$ cat config.mk
export PLATFORM = sky130hd
export DESIGN_NAME = mux2_rr_arbiter
export DESIGN_NICKNAME = d
export VERILOG_FILES = /design/src/rtl/arb_pkg.sv /design/src/rtl/mux_2_1.sv /design/src/rtl/mux2_rr_arbiter.sv
export SDC_FILE = /design/constraint.sdc
export NUM_CORES = 1
export LEC_CHECK = 0
export CORE_MARGIN = 3
export CORE_UTILIZATION = 39
export DETAILED_ROUTE_END_ITERATION = 8
export PLACE_DENSITY = 0.75
export SLEW_MARGIN = 20
export SYNTH_ARGS = -nofsm -noshare
export SYNTH_HDL_FRONTEND = slang
export SYNTH_SLANG_ARGS = --single-unit
$ cat constraint.sdc
create_clock -name clk -period 1.6 [get_ports clk]
set_input_delay 0.24 -clock clk [delete_from_list [all_inputs] [get_ports clk]]
set_output_delay 0.24 -clock clk [all_outputs]
set_load 0.02 [all_outputs]
$ cat src/rtl/arb_pkg.sv
// arb_pkg: shared state encodings, grant constants and helpers for the round-robin arbiter
package arb_pkg;
  typedef enum logic [1:0] {
    ST_IDLE = 2'd0,
    ST_G0   = 2'd1,
    ST_G1   = 2'd2
  } state_e;
  localparam logic [1:0] GNT_NONE = 2'b00;
  localparam logic [1:0] GNT0     = 2'b01;
  localparam logic [1:0] GNT1     = 2'b10;
  function automatic state_e st_of(input logic s);
    return s ? ST_G1 : ST_G0;
  endfunction
  function automatic logic [1:0] gnt_of(input state_e st);
    return st == ST_G0 ? GNT0 : st == ST_G1 ? GNT1 : GNT_NONE;
  endfunction
endpackage

$ cat src/rtl/mux_2_1.sv
// mux_2_1: single-bit 2:1 multiplexer, in[0] when s=0, in[1] when s=1
module mux_2_1 (
  input  logic       s,
  input  logic [1:0] in,
  output logic       y
);
  assign y = in[s];
endmodule

$ cat src/rtl/mux2_rr_arbiter.sv
// mux2_rr_arbiter: packet-granular round-robin arbiter steering two valid/ready streams onto one
module mux2_rr_arbiter
  import arb_pkg::*;
#(
  parameter int DATA_W    = 8,
  parameter int MAX_BEATS = 16
) (
  input  logic              clk,
  input  logic              rst,
  input  logic [1:0]        in_valid,
  input  logic [1:0]        in_last,
  input  logic [DATA_W-1:0] in_data0,
  input  logic [DATA_W-1:0] in_data1,
  output logic [1:0]        in_ready,
  output logic              out_valid,
  output logic              out_last,
  output logic [DATA_W-1:0] out_data,
  input  logic              out_ready,
  output logic [1:0]        grant,
  output logic              err_pulse
);
  localparam int CW = $clog2(MAX_BEATS);
  localparam logic [CW-1:0] CNT_LAST = CW'(MAX_BEATS - 1);
  state_e        state_q;
  logic          sel_q, prio_q, err_q;
  logic [CW-1:0] cnt_q;
  logic          busy, mux_valid, mux_last, acc, rel, oth, pick;
  assign busy = state_q != ST_IDLE;
  assign oth  = ~sel_q;
  assign pick = &in_valid ? prio_q : in_valid[1];
  for (genvar i = 0; i < DATA_W; i++) begin : g_data
    mux_2_1 u_data (.s(sel_q), .in({in_data1[i], in_data0[i]}), .y(out_data[i]));
  end
  mux_2_1 u_valid (.s(sel_q), .in(in_valid), .y(mux_valid));
  mux_2_1 u_last  (.s(sel_q), .in(in_last),  .y(mux_last));
  assign out_valid = busy & mux_valid;
  assign out_last  = busy & mux_last;
  assign in_ready  = {state_q == ST_G1 & out_ready, state_q == ST_G0 & out_ready};
  assign grant     = gnt_of(state_q);
  assign err_pulse = err_q;
  assign acc       = out_valid & out_ready;
  // a packet ends on its last beat or when the watchdog limit is reached without one
  assign rel       = acc & (out_last | cnt_q == CNT_LAST);
  always_ff @(posedge clk) begin
    if (rst) begin
      state_q <= ST_IDLE;
      sel_q   <= 1'b0;
      prio_q  <= 1'b0;
      cnt_q   <= '0;
      err_q   <= 1'b0;
    end else begin
      err_q <= rel & ~out_last;
      if (!busy) begin
        if (|in_valid) begin
          state_q <= st_of(pick);
          sel_q   <= pick;
          cnt_q   <= '0;
        end
      end else if (rel) begin
        prio_q <= oth;
        cnt_q  <= '0;
        if (in_valid[oth]) begin
          state_q <= st_of(oth);
          sel_q   <= oth;
        end else begin
          state_q <= ST_IDLE;
        end
      end else if (acc) begin
        cnt_q <= cnt_q + 1'b1;
      end
    end
  end
endmodule

# --- Yosys cells after proc, flatten, opt, wreduce, memory -nomap -nowiden ---
# Index checks and enable logic that the tools add are counted.
totals:
  ff_bits: 9
classes:
  reduce_logical: 8
  n_eq_ne: 6
  n_addsub: 1
  order_cmp: 2
  n_bitwise: 10
  mux: 39
op_table:
  columns: ["operator", "count"]
  rows:
  - ["$mux W1", 27]
  - ["$mux W2", 8]
  - ["$mux W4", 4]
  - ["$reduce_and A2 Y1", 4]
  - ["$and A1 B1 Y1", 7]
  - ["$add A4 B1 Y4 const B", 1]
  - ["$eq A4 B4 Y1 const B", 1]
  - ["$lt A1 B2 Y1 const B", 2]
  - ["$ne A2 B1 Y1 const B", 2]
  - ["$reduce_bool A2 Y1", 2]
  - ["$ne A3 B1 Y1 const B", 1]
  - ["$reduce_and A3 Y1", 1]
  - ["$eq A2 B1 Y1 const B", 1]
  - ["$eq A2 B2 Y1 const B", 1]
  - ["$not A1 Y1", 2]
  - ["$reduce_or A2 Y1", 1]
  - ["$or A1 B1 Y1", 1]

# --- Depth between registers and ports, before layout ---
logic_depth:
  depth_word: 7
  depth_mapped: 5

# --- Hierarchy ---
# A second synthesis with hierarchy kept.
unflattened:
  hier_cells: 69
  area_unflattened_um2: 644.4
modules_own_cells:
  columns: ["mod", "seq_area_each_um2", "cells_each", "n_inst", "area_per_inst_um2"]
  rows:
  - ["mux2_rr_arbiter", 180.2, 59, 1, 494.2]
  - ["mux_2_1", 0.0, 1, 10, 15.0]

# --- Worst setup path before layout ---
# OpenSTA, ideal clock, no wires.
synth_path:
  path_kind: "flip-flop to output port"
  from: "register sel_q"
  to: "output out_data[0]"
  required_ns: 1.360
  slack_ns: 0.095
  stages_incl_launch_ff: 5
  arrival_ns: 1.265
  cell_sequence: "dfxtp_1 > buf_6 > clkbuf_1 > mux2_2 > buf_4"
synth_between:
  elab_chain_len: 2
synth_rtl:
  columns: ["item", "line", "text"]
  rows:
  - ["from (decl)", "mux2_rr_arbiter.sv:25", "logic sel_q, prio_q, err_q;"]
  - ["from (signal assigned)", "mux2_rr_arbiter.sv:56", "sel_q <= pick;"]
  - ["from (signal assigned)", "mux2_rr_arbiter.sv:64", "sel_q <= oth;"]
  - ["$mux W1 (not written as such) (2 in a row)", "mux_2_1.sv:7", "assign y = in[s];"]
  - ["to (decl)", "mux2_rr_arbiter.sv:17", "output logic [DATA_W-1:0] out_data,"]
# Every way passes these cells. The select of a mux whose other input is x is not followed.

# --- Final worst setup path ---
layout_path:
  from: "register sel_q"
  to: "register cnt_q[0]"
layout_between:
  elab_chain_len: 7
  word_cells_on_any_way: 13
  classes_between: "eq/ne: 1; mux: 6; bitwise: 5; reduce/logical: 1"
layout_rtl:
  columns: ["item", "line", "text"]
  rows:
  - ["$mux W1 (not written as such) (2 in a row)", "mux_2_1.sv:7", null]
  - ["$and A1 B1 Y1 (on tied branches)", "mux2_rr_arbiter.sv:36, mux2_rr_arbiter.sv:37", null]
  - ["$and A1 B1 Y1 or $or A1 B1 Y1 (tied branches)", "mux2_rr_arbiter.sv:41, mux2_rr_arbiter.sv:43", null]
  - ["$and A1 B1 Y1", "mux2_rr_arbiter.sv:43", "assign rel = acc & (out_last | cnt_q == CNT_LAST);"]
  - ["$ne A3 B1 Y1 (no source line) or $mux W4 (tied branches)", null, null]
  - ["$reduce_and A2 Y1 (no source line) or $mux W4 (tied branches)", null, null]
  - ["to (signal assigned)", "mux2_rr_arbiter.sv:69", "cnt_q <= cnt_q + 1'b1;"]
  - ["to (decl)", "mux2_rr_arbiter.sv:26", "logic [CW-1:0] cnt_q;"]
# Several ways; a longest one is shown, not always the timed one. The select of a mux whose other input is x is not followed.
# A chain may end at the register's enable or synchronous reset.

==> results by group <==
Yosys
  – EDFF count, synth: 0
  – Top-area cell type share of the netlist area: a little under a quarter
  – Gate Count Post-Synth: 89
  – Post-synth top area cell: dfxtp_1
  – Largest family of logic cells by synthesized area: simple AND/OR/NAND/NOR gates
  – Synth Net Count: approximately 110
  – Xor/xnor cell area share of the yosys netlist: 0%
  – Cell Area, Synth: 772 um^2
  – Post-Synth Adder-Cell Area: under 10%
  – Top cells by count, synth: nor2_1, dfxtp_1, buf_4, mux2_2, o21ai_0
  – Number of library cell types mapped by synthesis: 36
  – Post-synthesis simple-gate area fraction: between 20% and 30%
  – Sequential element share of the synthesized area: between 20% and 30%
  – Most used flip-flop cell after synthesis: dfxtp_1
  – Most common cell in the netlist: nor2_1
  – Flops & latches, synth: 9
  – Asr flop ratio synth: 0%
  – Most area-consuming cells after synthesis: dfxtp_1, mux2_2, buf_4, nor2_1, a211oi_2
  – Compound-gate portion of the synthesized area: 19.0%
  – Mux contribution to synthesized area: a little under a fifth
  – Yosys warnings: 0
  – Avg Cell Area, Syn: just under 9 um^2

Cells and area
  – Layout Cells excl Fill: 166
  – Nets: about 170
  – Synthesis-to-layout area growth: 68.6%
  – Final Util: roughly 72%
  – Layout cells sized above 1: a little over two fifths
  – Fillers: approximately 160
  – Antenna cells: 0
  – Storage element area: 185 um^2
  – Cell area after layout: ~1300 um^2
  – Multi-input gate area: ~550 um^2

Global route
  – Vias in the first global route: 900
  – Total global-route track usage: about 20%
  – GRT met1 Usage: roughly a fifth
  – Met3 Use GR: 3.86%
  – Met2 GRT Util: 36.7%
  – Total grt overflow: 0
  – Most used routing layer: met2
  – Antenna violations before repair: 0
  – Largest net degree at the start of global routing: 9
  – Global-route wire length before repair: around 3.8 mm

Placement
  – DP Area: 1260 um^2
  – Hpwl dp: around 1.9 mm
  – Worst slack, placed: -268 ps
  – Inst Count DP: between 150 and 200
  – Final GP Congestion: 0.848
  – IO buf count: 37

Timing
  – Worst hold slack: ~530 ps
  – F_max: ~0.63 GHz
  – Final Hold Vio Count: 0
  – Final period utilization: just under 100%
  – Final WS setup: around 21 ps
  – Setup TNS: 0 ps
  – Setup-failing EPs final: 0
  – Max_slew headroom: about 75%
  – Tightest Pin Transition: roughly 380 ps
  – Post-route clock skew: approximately 1.8 ps
  – RSZ-0062 raised after global routing: true
  – Fin crit period: around 1600 ps
  – Slew Viols, Final: 0

Setup path
  – Req. time, crit path: 1800 ps
  – CP max stage cell: or4_4
  – CP Cell Sequence: buf_6 -> mux2i_4 -> buf_6 -> nand2_4 -> or4_4 -> a21oi_2
  – Setup crit start: sel_q
  – Endpoint class of the critical path: register
  – RR Startpoint: sel_q
  – Cell mode on critical path: buf_6
  – Crit-path max cell delay: approximately 480 ps
  – Critical Path Source Type: register
  – Worst Path Max Fanout: 5
  – CP Class: register to register
  – Worst Path Arrival: around 1800 ps

Clocking
  – CTS tree: built
  – CTS Sinks: 9
  – Clk_lat worst skew: approximately 270 ps
  – Worst-path clk slew: 70 ps
  – TritonCTS buffer count: 3
  – H-tree level count: 1
  – Clock Tree Buf Depth: 2
  – Hold_buf cts: 0
  – Post-CTS Setup Inserts: 0
  – Clk root buf: clkbuf_4

Pwr
  – Static Leak: 0.547 nW
  – Total power: between 1 and 1.5 mW
  – Cell Pwr Density: around 800 nW/um^2
  – Peak VDD IR: 0.650 mV

Run status
  – Status: completed

Routing
  – Wire length per cell: roughly 14 um
  – DRT iter0 DRCs: 22
  – Pre-Repair DR Iteration Count: 4
  – DRC viols: 0
  – Post-DRT Antenna Nets: 0
  – Vias post-DR: approximately 870
  – Overall routed net length: 2.27 mm
  – Via-to-Cell Ratio: roughly 5.2

Floorplanning
  – DIE HEIGHT: roughly 50 um
  – Ports: 38
  – Num rows: 15
  – Core area: ~1800 um^2
  – Initial Utilization: 42.8%
  – Die area: around 2500 um^2
  – Die Width: about 50 um

Hold path
  – Path type of the worst min-delay path: register to register
  – Hold Path Origin: state_q[0]

Run
  – Max-Cap Viols: 0
-- flip-flops by register name, summed over array words and instances (netlist names) --
name / count
err_pulse: 1
sel_q: 1
cnt_q: 4
state_q: 2
prio_q: 1
-- logic make-up (layout without fill, tap and decap cells) --
group,count (synthesis),count (layout)
AOI/OAI and AO/OA,19,19
adders and majority gates,1,1
and+or+nand+nor,36,36
buffers and inverters,12,64
DFF,9,9
muxes,12,12
-- cell type report --
type                    instances  share of cell area [%]
inverters                       1                   0.288
flip-flops and latches          9                    14.2
well taps                      25                    2.40
multi-input cells              68                    42.1
clock inverters                 1                   0.385
repair buffers                 59                    38.8
clock buffers                   3                    1.73
-- per-layer routing --
metal | share of wire, % | wire length (um) | up-vias
met5 | 0 | 0 | -
met4 | 1.5 | 34 | 0
met3 | 5.6 | 127 | 4
met2 | 54 | 1220 | 30
met1 | 39 | 886 | 411
li1 | - | - | 422
-- cells in the final DEF, fill, tap and decap left out, types with 3 or more instances in the layout --
master / n
buf_2: 8
buf_4: 17
buf_6: 5
clkbuf_4: 3
clkdlybuf4s50_1: 22
dfxtp_1: 7
mux2_2: 8
nand2b_1: 3
nor2_1: 11
o21a_1: 3
o21ai_0: 5
-- power breakdown --
part	switching (mW)	total [mW]	internal, mW
Sequential	0.0266	0.275	0.249
Combinational	0.297	0.607	0.311
Clock	0.0908	0.183	0.0925
-- worst max-delay path, delay by kind of cell, from the launching register on --
kind / cells / cell delay [ps]
AO/OA/AOI/OAI: 1 / 120
buffers and inverters: 2 / 250
AND/OR/NAND/NOR: 2 / 540
flip-flops: 1 / 370
multiplexers: 1 / 230
-- repair_timing --
action,4_1_cts,5_1_grt
resized for setup,40,22
pin swaps,2,5
endpoints found under the setup margin,19,20
hold endpoints to repair,0,0
-- worst paths after layout --
check                                  end  slack [ps]  depth (start not counted)
worst max-delay path              cnt_q[0]          20                          6
worst min-delay path            state_q[0]         530                          2
worst max register to register    cnt_q[0]          20                          6
worst min register to register  state_q[0]         530                          2
Power figures use the tool's default switching activity.
==> RTL edit 1, RTL diff (same settings) <==
Register the output `err_pulse` once more, cleared by the reset; this adds one clock of latency there. The other outputs are not delayed to match.
--- a/src/rtl/mux2_rr_arbiter.sv
+++ b/src/rtl/mux2_rr_arbiter.sv
@@ -38,5 +38,11 @@
   assign in_ready  = {state_q == ST_G1 & out_ready, state_q == ST_G0 & out_ready};
   assign grant     = gnt_of(state_q);
-  assign err_pulse = err_q;
+  always_ff @(posedge clk) begin
+    if (rst) begin
+      err_pulse <= '0;
+    end else begin
+      err_pulse <= err_q;
+    end
+  end
   assign acc       = out_valid & out_ready;
   // a packet ends on its last beat or when the watchdog limit is reached without one
Formal check against the unedited RTL: same outputs for any inputs over 10 cycles, from zero or initial values and one cycle with rst high; that may be too few to reach the edited logic, so the function may still have changed.
==> RTL edit 1 against the unedited design <==
  * Power increased by 47%
  * First-iteration DRC count decreased by 4.5%
  * Critical path type unchanged
  * Design area decreased by 3.3%
  * Critical endpoint is now cnt_q[1]
  * Sequential cell count increased by 1
  * Wire length increased by 1.4%
  * Worst setup slack got worse by 0.0057 ns
  * Count of clock-buffer cells in the layout increased by 1
  * Synthesized area decreased by 3.1%
==> RTL edit 1: results (changes against the unedited design) <==
* Slowest cell on crit path: or4_1
* R2R depth at 5 (-1)
* Synth cell types at 30 (-17%)
* Avg WL per Cell at 14.0 um (+2.6%)
* Slew margin rel. at 82.5% (+7.8 points)
* Largest net degree at the start of global routing at 15 (+6)
* Share of cells above drive strength 1 at 38.8% (-3.7 points)
* Multiplexer share of the synthesized area at 15.6% (-3.6 points)
* Leak at 0.536 nW (-1.9%)
* Placement Cell Area at 1250 sq um (-0.79%)
* Synth Instances at 88 (-1.1%)
* Minimum clock period at 1.58 ns (+0.00566 ns)
* DP Cell Count at 159 (-1.9%)
* Worst hold slack at 0.453 ns (-0.0788 ns)
* Top cells by count, synth: dfxtp_1 (10), mux2_2 (9), buf_4 (8)
* Hold Startpoint: err_q
* First-pass GRT wire length at 3870 um (+1.6%)
* Clk_skew at 0.00542 ns (+0.00365 ns)
* CP startpoint: cnt_q[0]
* Seq/Total Area, Yosys at 26.8% (+3.4 points)
* Pre-CTS setup slack at -0.309 ns (-0.0408 ns)
* Crit-path max FO at 4 (-1)
* Worst Hold End: err_pulse
* Fillers at 144 (-12%)
* Slowest Stage Delay on Critical Path at 0.40 ns (-0.08 ns)
* Post-Synth XOR/XNOR Area at 1.17% (+1.2 points)
* Final Wtd Congestion at 0.857 (+1.1%)
* Via density per instance at 5.49 (+5.1%)
* Via count at 900 (+3.8%)
* Tot GR Track Use at 20.1% (+0.57 points)
* Main area contributors after synthesis: dfxtp_1 (27%), mux2_2 (14%), buf_4 (8.0%)
* Detail Placement HPWL at 1820 um (-2.6%)
* Vias in the first global route at 950 (+5.6%)
* Post-Synth Adder-Cell Area at 1.67% (+0.051 points)
* Peak supply drop at 0.734 mV (+13%)
* Run status: complete, no violations
* Initial DRC count at 21 (-4.5%)
* Syn nets at 112 (-0.88%)
* Crit path arrival time at 1.79 ns
* Worst hold path cell count at 1 (-1)
* Compound-Gate Fraction of Synth Area at 21.2% (+2.3 points)
* CP endpoint: cnt_q[1]
==> RTL edit 1: power by group <==
group,total (W),switching [W],internal [W],leakage (nW)
combinational,0.000976,0.000474,0.000502,0.432
sequential,0.000354,0.0000565,0.000297,0.0828
clock,0.000238,0.000100,0.000138,0.0210
total,0.00157,0.000630,0.000937,0.536
==> RTL edit 1: what timing repair did <==
action | CTS | global route
setup buffers | 0 | 1
setup endpoints to repair | 15 | 7
gates resized for setup | 47 | 6
pin swaps | 3 | 2
==> RTL edit 1: area by class of cell <==
cell class                 count  area [sq um]  share of cell area (%)
tap                           25          31.3                    2.49
inverter                       1          3.75                   0.298
clock buffer                   4          36.3                    2.88
multi-input combinational     66           493                    39.2
sequential                    10           206                    16.4
timing repair buffer          58           488                    38.8
==> RTL edit 1: metal layers <==
layer | track usage [%] | part of all wire, %
met2 | 35.9 | 53
met3 | 3.32 | 8.0
met4 | 13.4 | 2.2
met1 | 21.2 | 36
met5 | 0 | 0
==> RTL edit 2, RTL diff (config.mk and constraints unchanged) <==
Without the edit above. `MAX_BEATS`: 16 -> 32.
--- a/src/rtl/mux2_rr_arbiter.sv
+++ b/src/rtl/mux2_rr_arbiter.sv
@@ -4,5 +4,5 @@
 #(
   parameter int DATA_W    = 8,
-  parameter int MAX_BEATS = 16
+  parameter int MAX_BEATS = 32
 ) (
   input  logic              clk,
Behaviour: no difference found for any inputs over 10 cycles, from zero or initial values and one cycle with rst high; that may be too few to reach the edited logic, so the function may still have changed.
==> RTL edit 2 against the unedited design <==
  * Maximum frequency shrank 0.98%
  * Wire length is 6.2% lower
  * Worst setup slack worse by 0.016 ns
  * Design area fell by 0.19%
  * Synthesized cell count down 10%
  * Critical path depth decreased by 2
  * Sequential cell count increased by 1
  * Synthesized area fell by 3.1%
  * Count of clock-buffer cells in the layout rose by 1
Power is not compared: it rests on default switching activity, and its combinational part moved more than twofold at a synthesized area within 25%.
==> RTL edit 2: results (changes against the unedited design) <==
* Buffers on Ports at 37 (unchanged)
* Setup TNS at 0 ns (unchanged)
* First-pass GRT wire length at 3530 um (-7.2%)
* Warnings, synthesis at 0 (unchanged)
* Synth cell types at 32 (-11%)
* Fraction of registers with async set/reset at 0% (unchanged)
* Slew margin rel. at 82.9% (+8.1 points)
* Syn nets at 105 (-7.1%)
* Initial antenna violation count at 0 (unchanged)
* # nets final at 158 (-4.8%)
* Drt first pass iters at 4 (unchanged)
* Top Registers: cnt_q (5), state_q (2)
* Largest net degree at the start of global routing at 7 (-2)
* Detail Placement HPWL at 1610 um (-14%)
* Leak at 0.579 nW
* Main area contributors after synthesis: dfxtp_1 (27%), mux2_2 (9.0%), buf_4 (8.0%)
* Run status: complete, no violations
* Initial DRC count at 11 (-50%)
* Seq/Total Area, Yosys at 26.8% (+3.4 points)
* Antenna Diode Count at 0 (unchanged)
* Crit-path max FO at 6 (+1)
* Htree depth at 1 (unchanged)
* TritonCTS Buffers at 3 (unchanged)
* CTS root buf: clkbuf_4
* Pre-CTS setup slack at -0.277 ns (-0.00892 ns)
* Share of cells above drive strength 1 at 41.7% (-0.89 points)
* Via density per instance at 4.97 (-4.8%)
* Peak supply drop at 0.842 mV
* Worst hold-check path type: flop to flop
* Final wirelength at 2130 um (-6.2%)
* Tot GR Track Use at 18.3% (-1.1 points)
* Clk_skew at 0.00380 ns (+0.00203 ns)
* Final setup margin at 0.00575 ns (-0.0156 ns)
* Final Wtd Congestion at 0.865 (+2.0%)
* Post-CTS Hold Fix Bufs at 0 (unchanged)
* Clock buffer depth at 2 (unchanged)
* Vias in the first global route at 808 (-10%)
* Clk_lat worst skew at 0.27 ns (about the same)
* Top cells by count, synth: dfxtp_1 (10), buf_4 (8), nor2_1 (7)
* Placement Cell Area at 1230 sq um (-2.6%)
[RTL edit 2: cell count changes after synthesis, moves of 3 or more]
cell	delta
nor2_1	-4
mux2_1	+3
o21ai_1	+3
o21ai_0	-4
nand2_1	+3
[RTL edit 2: worst max-delay path, stage by stage, from the launching register on]
cell and delay, ns:
dfxtp_2 0.34, buf_4 0.15, buf_12 0.12, mux2_2 0.32
buf_2 0.16
[RTL edit 2: metrics by stage]
step / instances / hold slack, ns
floorplan: 80 / 0.308
detailed placement: 150 / 0.483
global placement: 150 / 0.485
global route: 157 / 0.539
finish: 157 / 0.502
CTS: 155 / 0.498
[RTL edit 2: path summary, 6_finish.rpt]
check             startpoint     endpoint  depth (start not counted)
setup / recovery       sel_q  out_data[5]                          4
setup reg to reg    cnt_q[0]        sel_q                          6
hold reg to reg       prio_q       prio_q                          2
hold / removal        prio_q       prio_q                          2
[RTL edit 2: cell families after synthesis]
family          after synthesis  share of synthesized area [%]
simple gates                 27                           21.2
compound gates               17                           19.4
fa+ha+maj                     2                           3.34
buf+inv                      11                           9.70
flops                        10                           26.8
mux                          13                           19.6
[RTL edit 2: what timing repair did]
| item | CTS | global route |
|---|---|---|
| endpoints found under the hold margin | 0 | 0 |
| resized for setup | 48 | 9 |
| setup endpoints to repair | 21 | 21 |
| setup buffers | 1 | 2 |
| pin swaps | 3 | 8 |
[RTL edit 2: per-layer routing]
metal	routed length (um)	vias to the layer above	part of all wire (%)	GRT usage, %
li1	-	388	-	-
met1	878	357	41	22.3
met2	1120	32	52	31.7
met3	101	4	4.7	5.14
met4	35	0	1.6	4.15
met5	0	-	0	0
[RTL edit 2: area by class of cell]
cell class,instances,area [sq um]
Tap cell,25,31.3
Timing Repair Buffer,57,497
Inverter,2,7.51
Multi-Input combinational cell,59,524
Sequential cell,10,203
Clock buffer,4,36.3
Fill cell,138,465
[RTL edit 2: report_power, final]
part / switching, W / internal [W]
clock: 0.0000908 / 0.000138
sequential: 0.0000447 / 0.000300
combinational: 0.000581 / 0.000638
total: 0.000717 / 0.00108
